### src/rtl/uart_pkg.sv
// Shared UART receiver definitions: rx FSM state encoding, oversample ratio, default FIFO depth.
package uart_pkg;

    localparam int unsigned OVS           = 16;
    localparam int unsigned DEFAULT_DEPTH = 16;

    typedef logic [2:0] rx_state_t;

    localparam rx_state_t StIdle     = 3'd0;
    localparam rx_state_t StStart    = 3'd1;
    localparam rx_state_t StData     = 3'd2;
    localparam rx_state_t StStop     = 3'd3;
    localparam rx_state_t StWaitHigh = 3'd4;
    localparam rx_state_t StParity   = 3'd5;

endpackage

### src/rtl/uart_baud_tick.sv
// 16x oversample tick generator; restart realigns the divider to a start-bit edge.
module uart_baud_tick
    import uart_pkg::*;
#(
    parameter int unsigned CLK_FREQ = 109000000,
    parameter int unsigned BAUD     = 9600
) (
    input  logic clk,
    input  logic rst,
    input  logic restart,
    output logic tick
);

    localparam int unsigned DIV = CLK_FREQ / (BAUD * OVS);
    localparam int unsigned CW  = (DIV > 1) ? $clog2(DIV) : 1;
    localparam logic [CW-1:0] LAST = CW'(DIV - 1);

    logic [CW-1:0] cnt;

    always_ff @(posedge clk) begin
        if (rst || restart) begin
            cnt <= '0;
        end else if (cnt == LAST) begin
            cnt <= '0;
        end else begin
            cnt <= cnt + 1'b1;
        end
    end

    assign tick = (cnt == LAST) && !restart;

endmodule

### src/rtl/uart_rx_fifo.sv
// UART receiver (8N1, or 8E1 when UART_RX_PARITY_EN is defined) feeding a show-ahead byte FIFO
// with sticky overrun / framing / parity error flags.
module uart_rx_fifo
    import uart_pkg::*;
#(
    parameter int unsigned CLK_FREQ = 109000000,
    parameter int unsigned BAUD     = 9600,
    parameter int unsigned DEPTH    = DEFAULT_DEPTH
) (
    input  logic       clk,
    input  logic       rst,
    input  logic       rxd,
    input  logic       rd_en,
    output logic [7:0] rd_data,
    output logic       empty,
    output logic       full,
    output logic       overrun,
    output logic       frame_err,
    output logic       parity_err,
    input  logic       clr_err
);

    localparam int unsigned AW = $clog2(DEPTH);
    localparam logic [3:0] HALF_TICK = 4'(OVS / 2 - 1);
    localparam logic [3:0] LAST_TICK = 4'(OVS - 1);

    logic rxd_meta, rxd_s;
    logic tick, restart, push, frame_set, par_bad;
    rx_state_t state, state_d;
    logic [3:0] ovs, ovs_d;
    logic [2:0] bit_idx, bit_idx_d;
    logic [7:0] shreg, shreg_d;

    always_ff @(posedge clk) begin
        if (rst) begin
            rxd_meta <= 1'b1;
            rxd_s    <= 1'b1;
        end else begin
            rxd_meta <= rxd;
            rxd_s    <= rxd_meta;
        end
    end

    uart_baud_tick #(
        .CLK_FREQ (CLK_FREQ),
        .BAUD     (BAUD)
    ) u_baud_tick (
        .clk     (clk),
        .rst     (rst),
        .restart (restart),
        .tick    (tick)
    );

`ifdef UART_RX_PARITY_EN
    localparam rx_state_t AFTER_DATA = StParity;
    logic par_sample, par_mismatch;

    assign par_sample   = (state == StParity) && tick && (ovs == LAST_TICK);
    assign par_mismatch = ^{shreg, rxd_s};

    // par_bad blocks the push of the current frame; parity_err is the sticky report.
    always_ff @(posedge clk) begin
        if (rst || state == StStart) begin
            par_bad <= 1'b0;
        end else if (par_sample && par_mismatch) begin
            par_bad <= 1'b1;
        end
    end

    always_ff @(posedge clk) begin
        if (rst) begin
            parity_err <= 1'b0;
        end else if (par_sample && par_mismatch) begin
            parity_err <= 1'b1;
        end else if (clr_err) begin
            parity_err <= 1'b0;
        end
    end
`else
    localparam rx_state_t AFTER_DATA = StStop;
    assign par_bad    = 1'b0;
    assign parity_err = 1'b0;
`endif

    always_comb begin
        state_d   = state;
        ovs_d     = ovs;
        bit_idx_d = bit_idx;
        shreg_d   = shreg;
        restart   = 1'b0;
        push      = 1'b0;
        frame_set = 1'b0;
        case (state)
            StIdle: begin
                if (!rxd_s) begin
                    restart = 1'b1;
                    ovs_d   = '0;
                    state_d = StStart;
                end
            end
            StStart: begin
                if (tick) begin
                    ovs_d = ovs + 1'b1;
                    if (ovs == HALF_TICK) begin
                        ovs_d     = '0;
                        bit_idx_d = '0;
                        state_d   = rxd_s ? StIdle : StData;
                    end
                end
            end
            StData: begin
                if (tick) begin
                    ovs_d = ovs + 1'b1;
                    if (ovs == LAST_TICK) begin
                        ovs_d     = '0;
                        shreg_d   = {rxd_s, shreg[7:1]};
                        bit_idx_d = bit_idx + 1'b1;
                        if (bit_idx == 3'd7) begin
                            state_d = AFTER_DATA;
                        end
                    end
                end
            end
`ifdef UART_RX_PARITY_EN
            StParity: begin
                if (tick) begin
                    ovs_d = ovs + 1'b1;
                    if (ovs == LAST_TICK) begin
                        ovs_d   = '0;
                        state_d = StStop;
                    end
                end
            end
`endif
            StStop: begin
                if (tick) begin
                    ovs_d = ovs + 1'b1;
                    if (ovs == LAST_TICK) begin
                        ovs_d = '0;
                        if (rxd_s) begin
                            push    = !par_bad;
                            state_d = StIdle;
                        end else begin
                            frame_set = 1'b1;
                            state_d   = StWaitHigh;
                        end
                    end
                end
            end
            StWaitHigh: begin
                if (rxd_s) begin
                    state_d = StIdle;
                end
            end
            default: state_d = StIdle;
        endcase
    end

    always_ff @(posedge clk) begin
        if (rst) begin
            state   <= StIdle;
            ovs     <= '0;
            bit_idx <= '0;
            shreg   <= '0;
        end else begin
            state   <= state_d;
            ovs     <= ovs_d;
            bit_idx <= bit_idx_d;
            shreg   <= shreg_d;
        end
    end

    logic [7:0]    mem [DEPTH];
    logic [AW-1:0] wr_ptr, rd_ptr;
    logic [AW:0]   count;
    logic          wr_ok, rd_ok;

    assign empty = (count == '0);
    assign full  = (count == (AW + 1)'(DEPTH));
    // A simultaneous pop frees the slot, so a push into a full FIFO still lands.
    assign wr_ok = push && (!full || rd_en);
    assign rd_ok = rd_en && !empty;

    always_ff @(posedge clk) begin
        if (wr_ok) begin
            mem[wr_ptr] <= shreg;
        end
    end

    always_ff @(posedge clk) begin
        if (rst) begin
            wr_ptr <= '0;
            rd_ptr <= '0;
            count  <= '0;
        end else begin
            if (wr_ok) wr_ptr <= wr_ptr + 1'b1;
            if (rd_ok) rd_ptr <= rd_ptr + 1'b1;
            if (wr_ok && !rd_ok) begin
                count <= count + 1'b1;
            end else if (rd_ok && !wr_ok) begin
                count <= count - 1'b1;
            end
        end
    end

    assign rd_data = empty ? 8'h00 : mem[rd_ptr];

    always_ff @(posedge clk) begin
        if (rst) begin
            overrun   <= 1'b0;
            frame_err <= 1'b0;
        end else begin
            if (push && full && !rd_en) begin
                overrun <= 1'b1;
            end else if (clr_err) begin
                overrun <= 1'b0;
            end
            if (frame_set) begin
                frame_err <= 1'b1;
            end else if (clr_err) begin
                frame_err <= 1'b0;
            end
        end
    end

endmodule

### config.mk
export PLATFORM = sky130hd
export DESIGN_NAME = uart_rx_fifo
export DESIGN_NICKNAME = d
export VERILOG_FILES = /design/src/rtl/uart_pkg.sv /design/src/rtl/uart_baud_tick.sv /design/src/rtl/uart_rx_fifo.sv
export SDC_FILE = /design/constraint.sdc
export NUM_CORES = 1
export LEC_CHECK = 0
export CAP_MARGIN = 20
export CELL_PAD_IN_SITES_DETAIL_PLACEMENT = 1
export CELL_PAD_IN_SITES_GLOBAL_PLACEMENT = 1
export CORE_UTILIZATION = 47
export CTS_CLUSTER_DIAMETER = 30
export DETAILED_ROUTE_END_ITERATION = 7
export PLACE_DENSITY = 0.84
export SLEW_MARGIN = 10
export SYNTH_ARGS = -nofsm -noshare
export SYNTH_HDL_FRONTEND = slang
export SYNTH_HIERARCHICAL = 1
export SYNTH_SLANG_ARGS = --single-unit
### constraint.sdc
create_clock -name clk -period 4 [get_ports clk]
set_clock_uncertainty 0.15 [all_clocks]
set_input_delay 0.4 -clock clk [delete_from_list [all_inputs] [get_ports clk]]
set_output_delay 0.4 -clock clk [all_outputs]
set_load 0.05 [all_outputs]
After elaboration in Yosys (flattened, before gate mapping) --
Memories as Yosys holds them, arrays and structs flattened. A register that Yosys moved wholly into a read port is not among the register bits. Cells that the tools add are included.
Storage, ports and cells: flip-flop bits (word level) 45, memories 1, RAM bits 128, word-level logic and storage cells 109, input port bits 5, output and inout port bits 13
Cells by class: equality and inequality tests 19, reduce and logical (&&, ||, !) cells 28, $add $sub $neg 7, multiplexer cells 42
Memory list:
- mem | words 16, width 8, read ports 1, clocked after Yosys merged registers in 1, write ports 1, RTL line uart_rx_fifo.sv:173 | logic [7:0] mem [DEPTH];
Operators with widths (number):
- $mux W3 | 14
- $mux W4 | 7
- $ne A2 B2 Y1 const B | 9
- $pmux W3 S5 | 1
- $mux W1 | 14
- $add A4 B1 Y4 const B | 3
- $pmux W4 S3 | 1
- $add A10 B1 Y10 const B | 1
- $eq A10 B10 Y1 const B | 1
- $mux W5 | 2
- $reduce_and A9 Y1 | 1
- $mux W8 | 1
- $reduce_bool A2 Y1 | 4
- $logic_and A1 B1 Y1 | 7
- $eq A3 B2 Y1 const B | 2
- $eq A3 B3 Y1 const B | 2
- $logic_not A1 Y1 | 6
- $pmux W3 S2 | 1
- $add A5 B1 Y5 const B | 1
- $eq A5 B5 Y1 const B | 1
- $logic_not A5 Y1 | 1
- $reduce_and A5 Y1 | 1
- $sub A5 B1 Y5 const B | 1
- $eq A4 B3 Y1 const B | 1
- other kinds (11) | 13

Depth between registers and ports, before layout --
word-level depth 11, depth in mapped cells 15, mapped depth without buffers 14

Cells and area by module --
The synthesis kept the hierarchy.
Modules (own cells, without submodules):
- uart_rx_fifo | instances 1, cells an instance 437, area an instance 6964.2 um^2
- uart_baud_tick | instances 1, cells an instance 55, area an instance 480.5 um^2

Worst setup path after synthesis --
Ideal clock, no wire load.
kind register to register, start reg u_baud_tick.cnt[0], end reg count[4], buffers on the path 1, data required time 3.729 ns, cell stages (with the launch flop) 16, slack 0.016 ns, arrival time 3.714 ns, path through dfxtp_1 -> inv_1 -> ha_1 -> nor4bb_1 -> nand3_1 -> nor4_1 -> nand4_2 -> a311oi_4 -> buf_2 -> ha_1 -> inv_1 -> ha_1 -> a21oi_1 -> a211oi_1 -> a31oi_1 -> mux2_2
Between the ends: longest elaborated chain between the ends 8, elaborated cells on any way between the ends 10
RTL lines:
- start: declaration | RTL line uart_baud_tick.sv:18 | logic [CW-1:0] cnt;
- start signal: assignment | RTL line uart_baud_tick.sv:26 | cnt <= cnt + 1'b1;
- $eq A10 B10 Y1 * | RTL line uart_baud_tick.sv:30 | assign tick = (cnt == LAST) && !restart;
- $logic_and A1 B1 Y1 * | RTL line uart_baud_tick.sv:30
- net tick | RTL line uart_rx_fifo.sv:28 | logic tick, restart, push, frame_set, par_bad;
- $mux W1 * | RTL line uart_rx_fifo.sv:136 | if (tick) begin
- $mux W1 * | RTL line uart_rx_fifo.sv:93 | case (state)
- $logic_and A1 B1 Y1 * | RTL line uart_rx_fifo.sv:181 | assign wr_ok = push && (!full || rd_en);
- net wr_ok | RTL line uart_rx_fifo.sv:176 | logic wr_ok, rd_ok;
- $logic_not A1 Y1 | RTL line uart_rx_fifo.sv:200 | end else if (rd_ok && !wr_ok) begin
- $logic_and A1 B1 Y1 | RTL line uart_rx_fifo.sv:200
- $reduce_bool A2 Y1 (no line)
- end signal: assignment | RTL line uart_rx_fifo.sv:199 | count <= count + 1'b1;
- end signal: assignment | RTL line uart_rx_fifo.sv:201 | count <= count - 1'b1;
- end: declaration | RTL line uart_rx_fifo.sv:175 | logic [AW:0] count;
The timed path passes the listed nets; every way through them passes the cells marked *. A chain may end at the register's enable or synchronous reset.

==> run_results.csv <==
group,metric,value,unit
finish,fin_nets,528,
floorplanning,fp.dieH,127.9,um
global_route,antenna_found_initial,0,
clock_tree,clkTransAtPathRegs,0.07,ns
routing,antenna_left,0,
clock_tree,h-tree-depth,4,
timing,rsz0062_at_grt,"no",
pwr,vdd_ir_drop_max,0.3536,mV
critical_path,start_kind,"flop",
global_route,use_met2,0.3523,
finish,n_fill_cell,1466,
routing,routedWlPerCell,20.87,um
floorplanning,row_count,45,
finish,antenna_cells,0,
placement,gp_congestion,0.7625,
yosys,synth-seq-cells,177,
timing,relSlewSlack,0.4824,
timing,period_share,0.9219,
hold_path,hold_class,"flop to flop",
timing,period_needed,3.688,ns
yosys,yosysUniqueCellTypes,61,
timing,slew_viol_final,0,
yosys,syn_avg_cell_area,15.13,sq um
clock_tree,root_buffer,"clkbuf_16",
clock_tree,cts.hold.buffers_added,0,
run_status,status,"complete, no violations",
yosys,syn_area,7445,sq um
floorplanning,fp.dieW,127.9,um
timing,max_freq,271.2,MHz
routing,vias,4164,
job,cap_violations,0,
floorplanning,io_pins,18,
critical_path,crit_fanout,17,
finish,fin_cells,732,
timing,worst_pin_slew,0.7748,ns
clock_tree,cts_buffers,17,
floorplanning,start_util,0.4861,
global_route,grt_use_met1,0.2534,
yosys,synth_cells,492,
global_route,grt_start_max_net_pins,33,
yosys,synthArstFlopShare,0,
timing,setup_viol,0,
finish,drive_above_1_share,0.1708,
routing,firstDrtPassIters,4,
placement,place_ws,0.3422,ns
clock_tree,cts_buffer_depth,2,
timing,setup_tns,0,ns
clock_tree,cts-resized-gates,0,
yosys,synth_ff_type,"edfxtp_1",
critical_path,required,3.45,ns
clock_tree,post_cts_buffers,0,
clock_tree,clkLatencyLatePin,0.42,ns
global_route,busiest_layer,"met2",
timing,worst_slack,0.3124,ns
yosys,postSynthNetCount,512,
clock_tree,tritoncts,"yes",
clock_tree,cts_num_sinks,177,
finish,layout-area-overhead-vs-synth,12.34,%
global_route,grt_first_pass_wirelength,24570,um
yosys,yosysWarnings,6,
yosys,ys_seq_area_frac,0.6481,
critical_path,end_kind,"output pin",
routing,remaining_drc_errors,0,
floorplanning,die_area,16350,sq um
global_route,grt_overflow_total,0,
critical_path,crit_type,"flop to output pin",
global_route,grtUsageMet3,0.03965,
routing,drtIter0Drc,188,
pwr,power.density,551.2,nW/um^2
routing,via_per_inst,5.689,
global_route,grt_pass1_vias,4477,
critical_path,worstPathArrival,3.14,ns
pwr,leakagePower,2.776,nW
placement,place_hpwl,10410,um
placement,port_buffers,16,
global_route,grt_usage,0.2035,
finish,multi_input_area,2440,sq um
yosys,synth_edf_count,128,
timing,hold_viol_final,0,
placement,place_inst,700,
floorplanning,coreArea,15310,sq um
routing,routed_wl,15280,um
finish,seq_area,4826,sq um
cell families after synthesis:
family,synth area share
other,0.0005037
xor gates and xnor gates,0.01294
muxes,0.1254
adders and majority gates,0.02622
buffers and inverters,0.02420
AOI/OAI and AO/OA,0.06000
and+or+nand+nor,0.1027
DFF,0.6481
worst paths after layout:
path | startpoint | to | slack (ns) | cells after the start
worst max-delay path | flop | rd_data[7] | 0.31 | 5
worst min-delay path | rxd_meta | rxd_s | 0.27 | 1
worst max register to register | u_baud_tick/cnt[0] | count[4] | 0.36 | 14
worst min register to register | rxd_meta | rxd_s | 0.27 | 1
worst max-delay path, stage by stage (launching register included):
cell	delay, ns
dfxtp_2	0.73
mux4_2	0.60
nor2b_1	0.15
a211oi_1	0.38
a211oi_1	0.11
clkdlybuf4s50_1	0.74
stage by stage:
stage	hold WS [ns]	util	instance area [sq um]	power, W
after CTS	0.2720	0.5461	8363	0.004653
after detailed placement	0.2554	0.5095	7802	0.003087
after global routing	0.2852	0.5461	8363	0.004793
after floorplan	0.2395	-	7445	0.002824
after global placement	0.2445	0.5095	7802	0.003053
final	0.2708	0.5461	8363	0.004610
sequential cells by signal, summed over array words and instances, names as in the netlist, named ones only:
name,cells
rxd_meta,1
u_baud_tick/cnt,10
overrun,1
shreg,8
mem,128
wr_ptr,4
state,3
rd_ptr,4
ovs,4
count,5
rxd_s,1
frame_err,1
bit_idx,3
routing by layer:
layer,up-vias,part of all wire,wire length (um)
li1,1929,-,-
met1,2147,0.43,6638
met2,73,0.51,7852
met3,15,0.037,569
met4,0,0.014,219
met5,-,0,0
cell type report:
| class | instances | area share |
|---|---|---|
| Tap cell | 211 | 0.03157 |
| Inverter | 10 | 0.004488 |
| Clock buffer | 19 | 0.05177 |
| Sequential cell | 177 | 0.5770 |
| Clock inverter | 13 | 0.01526 |
| Timing Repair Buffer | 26 | 0.02813 |
| Multi-Input combinational cell | 276 | 0.2917 |
layout by cell type (no fill, tap or decap), drive strengths merged, types with 5 or more instances in the layout:
master | Yosys | routed
edfxtp | 128 | 128
dfxtp | 49 | 49
nor2 | 43 | 43
mux4 | 32 | 32
mux2i | 19 | 19
a211oi | 19 | 19
clkbuf | 12 | 19
a21oi | 18 | 18
nor2b | 16 | 16
clkdlybuf4s50 | 0 | 16
inv | 10 | 16
ha | 14 | 14
and3 | 13 | 13
nand3 | 13 | 13
buf | 17 | 10
o21ai | 7 | 7
xor2 | 6 | 6
nand2 | 6 | 6
nand2b | 5 | 5
xnor2 | 5 | 5
or4 | 5 | 5
nor4 | 5 | 5
clkinv | 0 | 5
synth_stat cells, drive strengths merged, types with 2 or more instances:
cell | instances | area share
buf | 17 | 0.013
and3 | 13 | 0.011
mux4 | 32 | 0.097
ha | 14 | 0.024
dfxtp | 49 | 0.13
o21ai | 7 | 0.0052
nand4 | 3 | 0.0034
nand2 | 6 | 0.0030
a21o | 3 | 0.0030
mux2 | 2 | 0.0030
inv | 10 | 0.0050
a311oi | 2 | 0.0055
xnor2 | 5 | 0.0059
a21oi | 18 | 0.013
a22o | 2 | 0.0024
or4 | 5 | 0.0055
nand3 | 13 | 0.0094
edfxtp | 128 | 0.52
o31ai | 2 | 0.0020
nor4bb | 2 | 0.0027
nand2b | 5 | 0.0042
or2 | 4 | 0.0034
xor2 | 6 | 0.0071
nor3 | 2 | 0.0013
nor3b | 4 | 0.0040
nor2 | 43 | 0.022
or3 | 4 | 0.0035
o211ai | 2 | 0.0020
a211oi | 19 | 0.019
and2 | 3 | 0.0025
nand4b | 2 | 0.0024
nor4 | 5 | 0.0050
nor2b | 16 | 0.013
clkbuf | 12 | 0.0060
mux2i | 19 | 0.026
report_power, final:
part | internal [W] | total [W] | switching [W]
Clock | 0.000871 | 0.00157 | 0.000703
Sequential | 0.00198 | 0.00205 | 0.0000701
Combinational | 0.000390 | 0.000988 | 0.000598
Total | 0.00324 | 0.00461 | 0.00137
(Power assumes the default switching activity.)
